`src/rtl/bsword_rx.sv`:
```
// bsword_rx: bit-serial to parallel word receiver.
//
// Collects LSB-first serial words framed by a one-cycle sync pulse on bit 0,
// assembles them into LEN-bit words, and queues completed words in a
// 2-entry FIFO whose head is presented on a valid/ready interface.
//
// Ports:
//   clk        rising-edge clock
//   reset      asynchronous active-low reset (release synchronously to clk)
//   is         serial data bit, LSB first
//   isync      one-cycle pulse coincident with bit 0 of a word
//   dout       word at the FIFO head (held when dvalid is low)
//   dvalid     dout holds a valid word
//   dready     consumer ready
//   busy       a word is being assembled
//   ovf        sticky: a completed word was dropped, FIFO full
//   ferr       sticky: isync arrived mid-word
//   clr        synchronous clear of ovf/ferr (and errcnt)
//   errcnt     saturating error count (only with BSWORD_RX_ERRCNT_EN)
//   fsm_state  debug view of the assembly FSM (0 = IDLE, 1 = SHIFT)
//
// Optional feature: define BSWORD_RX_ERRCNT_EN to add the errcnt output,
// an 8-bit saturating count of dropped words plus framing errors.
//
// Handshake: a word transfers on every rising edge where dvalid & dready
// are both high. While dvalid is high and dready is low, dout and dvalid
// hold. dvalid never depends combinationally on dready.
//
// LEN must be at least 3.

module bsword_rx #(
    parameter int LEN = 24
) (
    input  logic           clk,
    input  logic           reset,
    input  logic           is,
    input  logic           isync,
    output logic [LEN-1:0] dout,
    output logic           dvalid,
    input  logic           dready,
    output logic           busy,
    output logic           ovf,
    output logic           ferr,
    input  logic           clr,
`ifdef BSWORD_RX_ERRCNT_EN
    output logic [7:0]     errcnt,
`endif
    output logic           fsm_state
);

    localparam int CW = $clog2(LEN);
    localparam logic [CW-1:0] LAST = CW'(LEN - 1);

    typedef enum logic {
        IDLE  = 1'b0,
        SHIFT = 1'b1
    } state_t;

    state_t         state;
    logic [CW-1:0]  cnt;
    // Holds bits 0..LEN-2 of the word in progress. Bits enter at the top and
    // shift down, so after LEN-1 bits bit 0 sits at index 0 and the final
    // bit is taken straight from the input.
    logic [LEN-2:0] sreg;

    logic [LEN-1:0] tail_word;
    logic           tail_valid;

    logic           frame_err;
    logic           word_done;
    logic [LEN-1:0] word;
    logic           pop;
    logic           full;
    logic           drop;

    // Sync while assembling: the partial word is abandoned.
    assign frame_err = (state == SHIFT) && isync;
    assign word_done = (state == SHIFT) && !isync && (cnt == LAST);
    assign word      = {is, sreg};
    assign pop       = dvalid && dready;
    assign full      = dvalid && tail_valid;
    // A push into a full FIFO survives only if the head leaves this cycle.
    assign drop      = word_done && full && !pop;

    assign busy      = (state == SHIFT);
    assign fsm_state = state;

    // Word assembly FSM.
    always_ff @(posedge clk or negedge reset) begin
        if (!reset) begin
            state <= IDLE;
            cnt   <= '0;
            sreg  <= '0;
        end else begin
            case (state)
                IDLE: begin
                    if (isync) begin
                        sreg  <= {is, {(LEN-2){1'b0}}};
                        cnt   <= CW'(1);
                        state <= SHIFT;
                    end
                end
                SHIFT: begin
                    if (isync) begin
                        // Current bit becomes bit 0 of a fresh word.
                        sreg <= {is, {(LEN-2){1'b0}}};
                        cnt  <= CW'(1);
                    end else if (cnt == LAST) begin
                        cnt   <= '0;
                        state <= IDLE;
                    end else begin
                        sreg <= {is, sreg[LEN-2:1]};
                        cnt  <= cnt + CW'(1);
                    end
                end
                default: begin
                    state <= IDLE;
                    cnt   <= '0;
                end
            endcase
        end
    end

    // 2-entry FIFO: head register drives dout directly, tail is the second
    // slot. Entries are only ever filled head-first.
    always_ff @(posedge clk or negedge reset) begin
        if (!reset) begin
            dout       <= '0;
            dvalid     <= 1'b0;
            tail_word  <= '0;
            tail_valid <= 1'b0;
        end else begin
            if (!dvalid) begin
                if (word_done) begin
                    dout   <= word;
                    dvalid <= 1'b1;
                end
            end else if (!tail_valid) begin
                if (pop && word_done) begin
                    dout <= word;
                end else if (pop) begin
                    dvalid <= 1'b0;
                end else if (word_done) begin
                    tail_word  <= word;
                    tail_valid <= 1'b1;
                end
            end else begin
                if (pop) begin
                    dout <= tail_word;
                    if (word_done) begin
                        tail_word <= word;
                    end else begin
                        tail_valid <= 1'b0;
                    end
                end
            end
        end
    end

    // Sticky error flags; a new event in the same cycle as clr wins.
    always_ff @(posedge clk or negedge reset) begin
        if (!reset) begin
            ovf  <= 1'b0;
            ferr <= 1'b0;
        end else begin
            ovf  <= drop | (ovf & ~clr);
            ferr <= frame_err | (ferr & ~clr);
        end
    end

`ifdef BSWORD_RX_ERRCNT_EN
    logic [1:0] err_inc;
    logic [8:0] err_sum;

    assign err_inc = {1'b0, drop} + {1'b0, frame_err};
    assign err_sum = {1'b0, errcnt} + {7'b0, err_inc};

    // Events coinciding with clr are still counted, matching the flags.
    always_ff @(posedge clk or negedge reset) begin
        if (!reset) begin
            errcnt <= '0;
        end else if (clr) begin
            errcnt <= {6'b0, err_inc};
        end else begin
            errcnt <= err_sum[8] ? 8'hFF : err_sum[7:0];
        end
    end
`endif

endmodule

```
`config.mk`:
```
export PLATFORM = sky130hd
export DESIGN_NAME = bsword_rx
export DESIGN_NICKNAME = d
export VERILOG_FILES = /design/src/rtl/bsword_rx.sv
export SDC_FILE = /design/constraint.sdc
export NUM_CORES = 1
export LEC_CHECK = 0
export ABC_CLOCK_PERIOD_IN_PS = 2090
export CAP_MARGIN = 30
export CELL_PAD_IN_SITES_DETAIL_PLACEMENT = 1
export CELL_PAD_IN_SITES_GLOBAL_PLACEMENT = 1
export CORE_MARGIN = 1
export CORE_UTILIZATION = 45
export CTS_CLUSTER_DIAMETER = 60
export DETAILED_ROUTE_END_ITERATION = 10
export PLACE_DENSITY_LB_ADDON = 0.1
export SLEW_MARGIN = 20
export SYNTH_ARGS = -nofsm -noshare
export SYNTH_HDL_FRONTEND = slang
export SYNTH_SLANG_ARGS = --single-unit
```
`constraint.sdc`:
```
create_clock -name clk -period 2.09 [get_ports clk]
set_input_delay 0.5225 -clock clk [delete_from_list [all_inputs] [get_ports clk]]
set_output_delay 0.5225 -clock clk [all_outputs]
set_load 0.02 [all_outputs]
```
# Yosys cells after proc, flatten, opt, wreduce, memory -nomap -nowiden
# Cells that the tools add are included.
dict set report word_totals {
  in_bits 6
  out_inout_bits 29
  mem_count 0
  romBits 0
  ff_bits 81
  mem_bits_rw 0
  latchBits 0
  word_cells 69
}
dict set report op_classes {
  magnitude_cmp 0
  bitwise 6
  reduce_logical 14
  n_addsub 1
  n_mul 0
  div_mod_pow 0
  n_eq_ne 8
  muxes 31
  shifts 0
}
# operator count
set ops {}
lappend ops {{24-bit two-way mux} 10}
lappend ops {{23-bit two-way mux} 3}
lappend ops {{23-bit one-hot mux with 2 select lines} 1}
lappend ops {{5-bit two-way mux} 3}
lappend ops {{1-bit two-way mux} 12}
lappend ops {{5-bit one-hot mux with 2 select lines} 1}
lappend ops {{1-bit logical AND} 8}
lappend ops {{2-bit != test, second input constant} 3}
lappend ops {{5-bit by 1-bit adder with 5-bit output, second input constant} 1}
lappend ops {{5-bit == test, second input constant} 1}
lappend ops {{4-bit AND reduction} 1}
lappend ops {{3-bit by 1-bit != test with 1-bit output, second input constant} 1}
lappend ops {{3-bit by 2-bit != test with 1-bit output, second input constant} 1}
lappend ops {{3-bit != test, second input constant} 1}
lappend ops {{3-bit AND reduction} 1}
lappend ops {{1-bit AND} 2}
lappend ops {{1-bit logical NOT} 2}
lappend ops {{2-bit by 1-bit != test with 1-bit output, second input constant} 1}
lappend ops {{1-bit inverter} 2}
lappend ops {{1-bit bitwise OR} 2}
lappend ops {{1-bit one-hot mux with 2 select lines} 1}
lappend ops {{2-bit AND reduction} 1}
lappend ops {{2-bit nonzero test} 1}

# Logic depth before layout (Yosys ltp)
dict set report depth {
  depth_word 7
  ltp_mapped 6
  depth_no_buf 4
}

# Worst setup path before layout
# Ideal clock, no wire load.
dict set report synth_path {
  kind {input -> register}
  from {input port isync}
  to {register tail_word[10]}
  stages 5
  t_arrival_ns 1.534
  path_slack_ns 0.431
  setup_time_ns 0.125
  required_ns 1.965
  n_path_buf 2
  cell_sequence {buf_2 and2b_1 nand4_4 buf_6 mux2_2}
}
dict set report synth_between {
  elab_chain_cells 7
  word_cells_on_any_way 11
  classes_between {eq/ne (1); mux (5); reduce/logical (5)}
}
# item line_no
set synth_rtl {}
lappend synth_rtl {{start: declaration} 37} ;# input logic isync,
lappend synth_rtl {{1-bit logical NOT *} 78} ;# assign word_done = (state == SHIFT) && !isync && (cnt == LAST);
lappend synth_rtl {{1-bit logical AND * (2 in a row)} 78}
lappend synth_rtl {{24-bit two-way mux (4 in a row)} -}
lappend synth_rtl {{end signal: assignment} 144} ;# tail_word <= word;
lappend synth_rtl {{end signal: assignment} 151} ;# tail_word <= word;
lappend synth_rtl {{end: declaration} 66} ;# logic [LEN-1:0] tail_word;
# Every way passes the cells marked *; elsewhere a longest branch is shown, timed or not. The select of a mux whose other input is x is not followed.
# A chain may end at the register's enable or synchronous reset.

# Worst setup path after layout
dict set report layout_path {
  from {register state, in the netlist busy}
  to {output port fsm_state}
}
# item line_no
set layout_lines {}
lappend layout_lines {{start: declaration} 59} ;# state_t state;
lappend layout_lines {{start signal: assignment} 91} ;# state <= IDLE;
lappend layout_lines {{start signal: assignment} 100} ;# state <= SHIFT;
lappend layout_lines {{start signal: assignment} 110} ;# state <= IDLE;
lappend layout_lines {{end: declaration} 48} ;# output logic fsm_state
# No word-level cell between the ends.

==> results.md <==
* Status: finished, final reports clean
* Final non-filler cell area at 4240 um2
* Syn avg cell area at 11.9 um2
* Crit path max-delay family: buffers and inverters
* CP Max Fanout at 6
* CORE AREA at 7370 um2
* Worst setup path start: busy
* Leakage power total at 1.87 nW
* Clock Latency Late Sink at 350 ps
* Critical path's slowest cell: clkdlybuf4s50_1
* Power per cell area at 679 nW/um2
* Worst path depth at 1
* Vias in the first global route at roughly 2600
* Setup crit end: fsm_state
* Clock sink count at 81
* Slew of the pin with the lowest slew margin at 448 ps
* ANT cells at 0
* Commonest non-fill, non-tap cell in the layout: dfrtp_1
* RSZ-0062 raised after global routing: false
* Critical Path Max Stage Delay at 640 ps
* CTS Hold Buffers Added at 0
* Syn-to-layout area delta at 22.2%
* Worst r2r dst: sreg[20]
* CP Launch Type: flip-flop
* Sequential cell area at a little over 2000 um2
* Die Ht at 89.8 um
* Most frequent cells in the layout: dfrtp_1, nand2_1, clkdlybuf4s50_1
* CTS Buf Count at 9
* RePlAce Congestion at 0.693
* Syn Std Cell Area at 3470 um2
* Post-CTS Resized at 0
* Critical Path End Type: output port
* Synth cell types at 31
* Flops & latches, synth at 81
* Die area at 8060 um2
* Critical path required time at approximately 1600 ps
* Slew headroom at 0.698
* Worst Path Arrival at 1430 ps
* Largest net degree at the start of global routing at 35
* Clock tree buffer depth at 2
* Setup-failing EPs final at 0
* Dominant synthesized flop cell: dfrtp_1
* Placed Area at roughly 4000 um2
* Synth warn at 0
* Async set or reset register ratio after synthesis at 1.00
* Detail Route Antenna Nets at 0
* Via Count at 2539
* Mapped Cells at 291
* Io pins at 35
* Post-synth net total at 298
* DR DRC count at 0
* Worst path bufs/invs at 1
* Initial antenna violation count at 0
* Initial core utilization at 0.471
* R2r worst-path depth at 6
* Dpl hpwl at 5.24 mm
* Input/output buffers at 34
* Final Skew at 9.90 ps
* Maxcap violations at 0
* Clock Pin Slew Worst Setup and Hold Paths at 90 ps
* Multi-input gate area at 1310 um2
* Routed WL at 8.29 mm
* Maximum vdd drop at approximately 0.00042 V
* Layout fillers at 772
* Routed wire length per instance at 19.1 um
* Iteration-0 DRC count of the detailed router at between 100 and 150
* H-tree levels at 3
* Max Freq at 513 MHz
* First-pass GRT wire length at 14.3 mm
* Total power at 2.88 mW
* Share of cells above drive strength 1 at 0.197
* Total track usage at 0.227
* Crit-path cells: clkdlybuf4s50_1
* GRT overflow at 0
* Layout Nets at 337
* Final period util at 0.933
* WS Path Type: flip-flop to output port
* Vias per Instance at 5.85
* Hold Crit Class: input pin to asynchronous set/reset pin
* Fin. Hold Viols at 0
* Reg-to-reg slack, setup at around 250 ps
* Core Rows at 31
* RR Startpoint: cnt[0]
* Post-CTS setup buffers at 0
* Max Transition Viols Final at 0
* Final Core Density at 0.575
* CTS tree: yes
* Final setup TNS at 0 ps
* 1st-pass router iterations at 4
* Root Driver: clkbuf_8
* Fin crit period at 1950 ps
* Die X at between 80 and 90 um
* EDFF count, synth at 0
* Seq/Total Area, Yosys at 0.584
per-stage QoR:
| step | worst slack, ps | std cells | hold WS [ps] |
|---|---|---|---|
| after detailed placement | -133 | 418 | 493 |
| final | 139 | 434 | 98.4 |
| after floorplan | 431 | 291 | 227 |
| after CTS | 54.5 | 434 | 104 |
| after global placement | 37.6 | 418 | 483 |
| after global routing | 86.0 | 434 | 113 |
sequential cells by signal, summed over array words and instances (netlist names):
name / count
busy: 1
tail_valid: 1
ferr: 1
dout: 24
dvalid: 1
ovf: 1
sreg: 23
tail_word: 24
cnt: 5
per-layer routing:
layer	vias up	wire, um	GRT usage	part of all wire
met5	-	0	0	0
met4	0	99	0.0861	0.012
met3	7	180	0.0305	0.022
met2	33	3980	0.353	0.48
met1	1333	4040	0.324	0.49
li1	1166	-	-	-
synthesized netlist by cell type (all sizes together) (3+ instances only):
cell / n / share of area
a22o: 22 / 0.056
buf: 9 / 0.017
nand2b: 3 / 0.0054
dfrtp: 81 / 0.58
clkbuf: 17 / 0.018
nand2: 54 / 0.058
nand3: 4 / 0.0058
nor2: 4 / 0.0043
inv: 3 / 0.0032
o211ai: 25 / 0.054
o311ai: 24 / 0.061
mux2: 25 / 0.081
worst min-delay path by stage:
stage | from | endpoint | slack (ps) | cells past startpoint
after floorplan | reset | busy | 230 | 0
after global placement | reset | cnt[0] | 480 | 1
after detailed placement | tail_word[11] | tail_word[11] | 490 | 1
after CTS | reset | cnt[0] | 100 | 1
after global routing | reset | cnt[0] | 110 | 1
final | reset | cnt[0] | 100 | 1
cell families after synthesis:
family          Yosys count  synth area share
compound gates           77             0.184
xor+xnor                  3           0.00757
fa+ha+maj                 1           0.00361
buf+inv                  29            0.0389
flops                    81             0.584
mux                      27            0.0869
simple gates             73            0.0948
area by class of cell:
type	instances	area share
Multi-Input combinational cell	181	0.308
Inverter	3	0.00266
Sequential cell	81	0.478
Clock inverter	6	0.0159
Timing Repair Buffer	54	0.133
Tap cell	99	0.0292
Clock buffer	10	0.0325
where the power goes:
group	internal, mW	total, mW	switching [mW]
clock network	0.586	1.17	0.581
logic	0.0430	0.118	0.0748
registers	1.58	1.59	0.0146
total	2.21	2.88	0.670
Power figures use the tool's default switching activity.
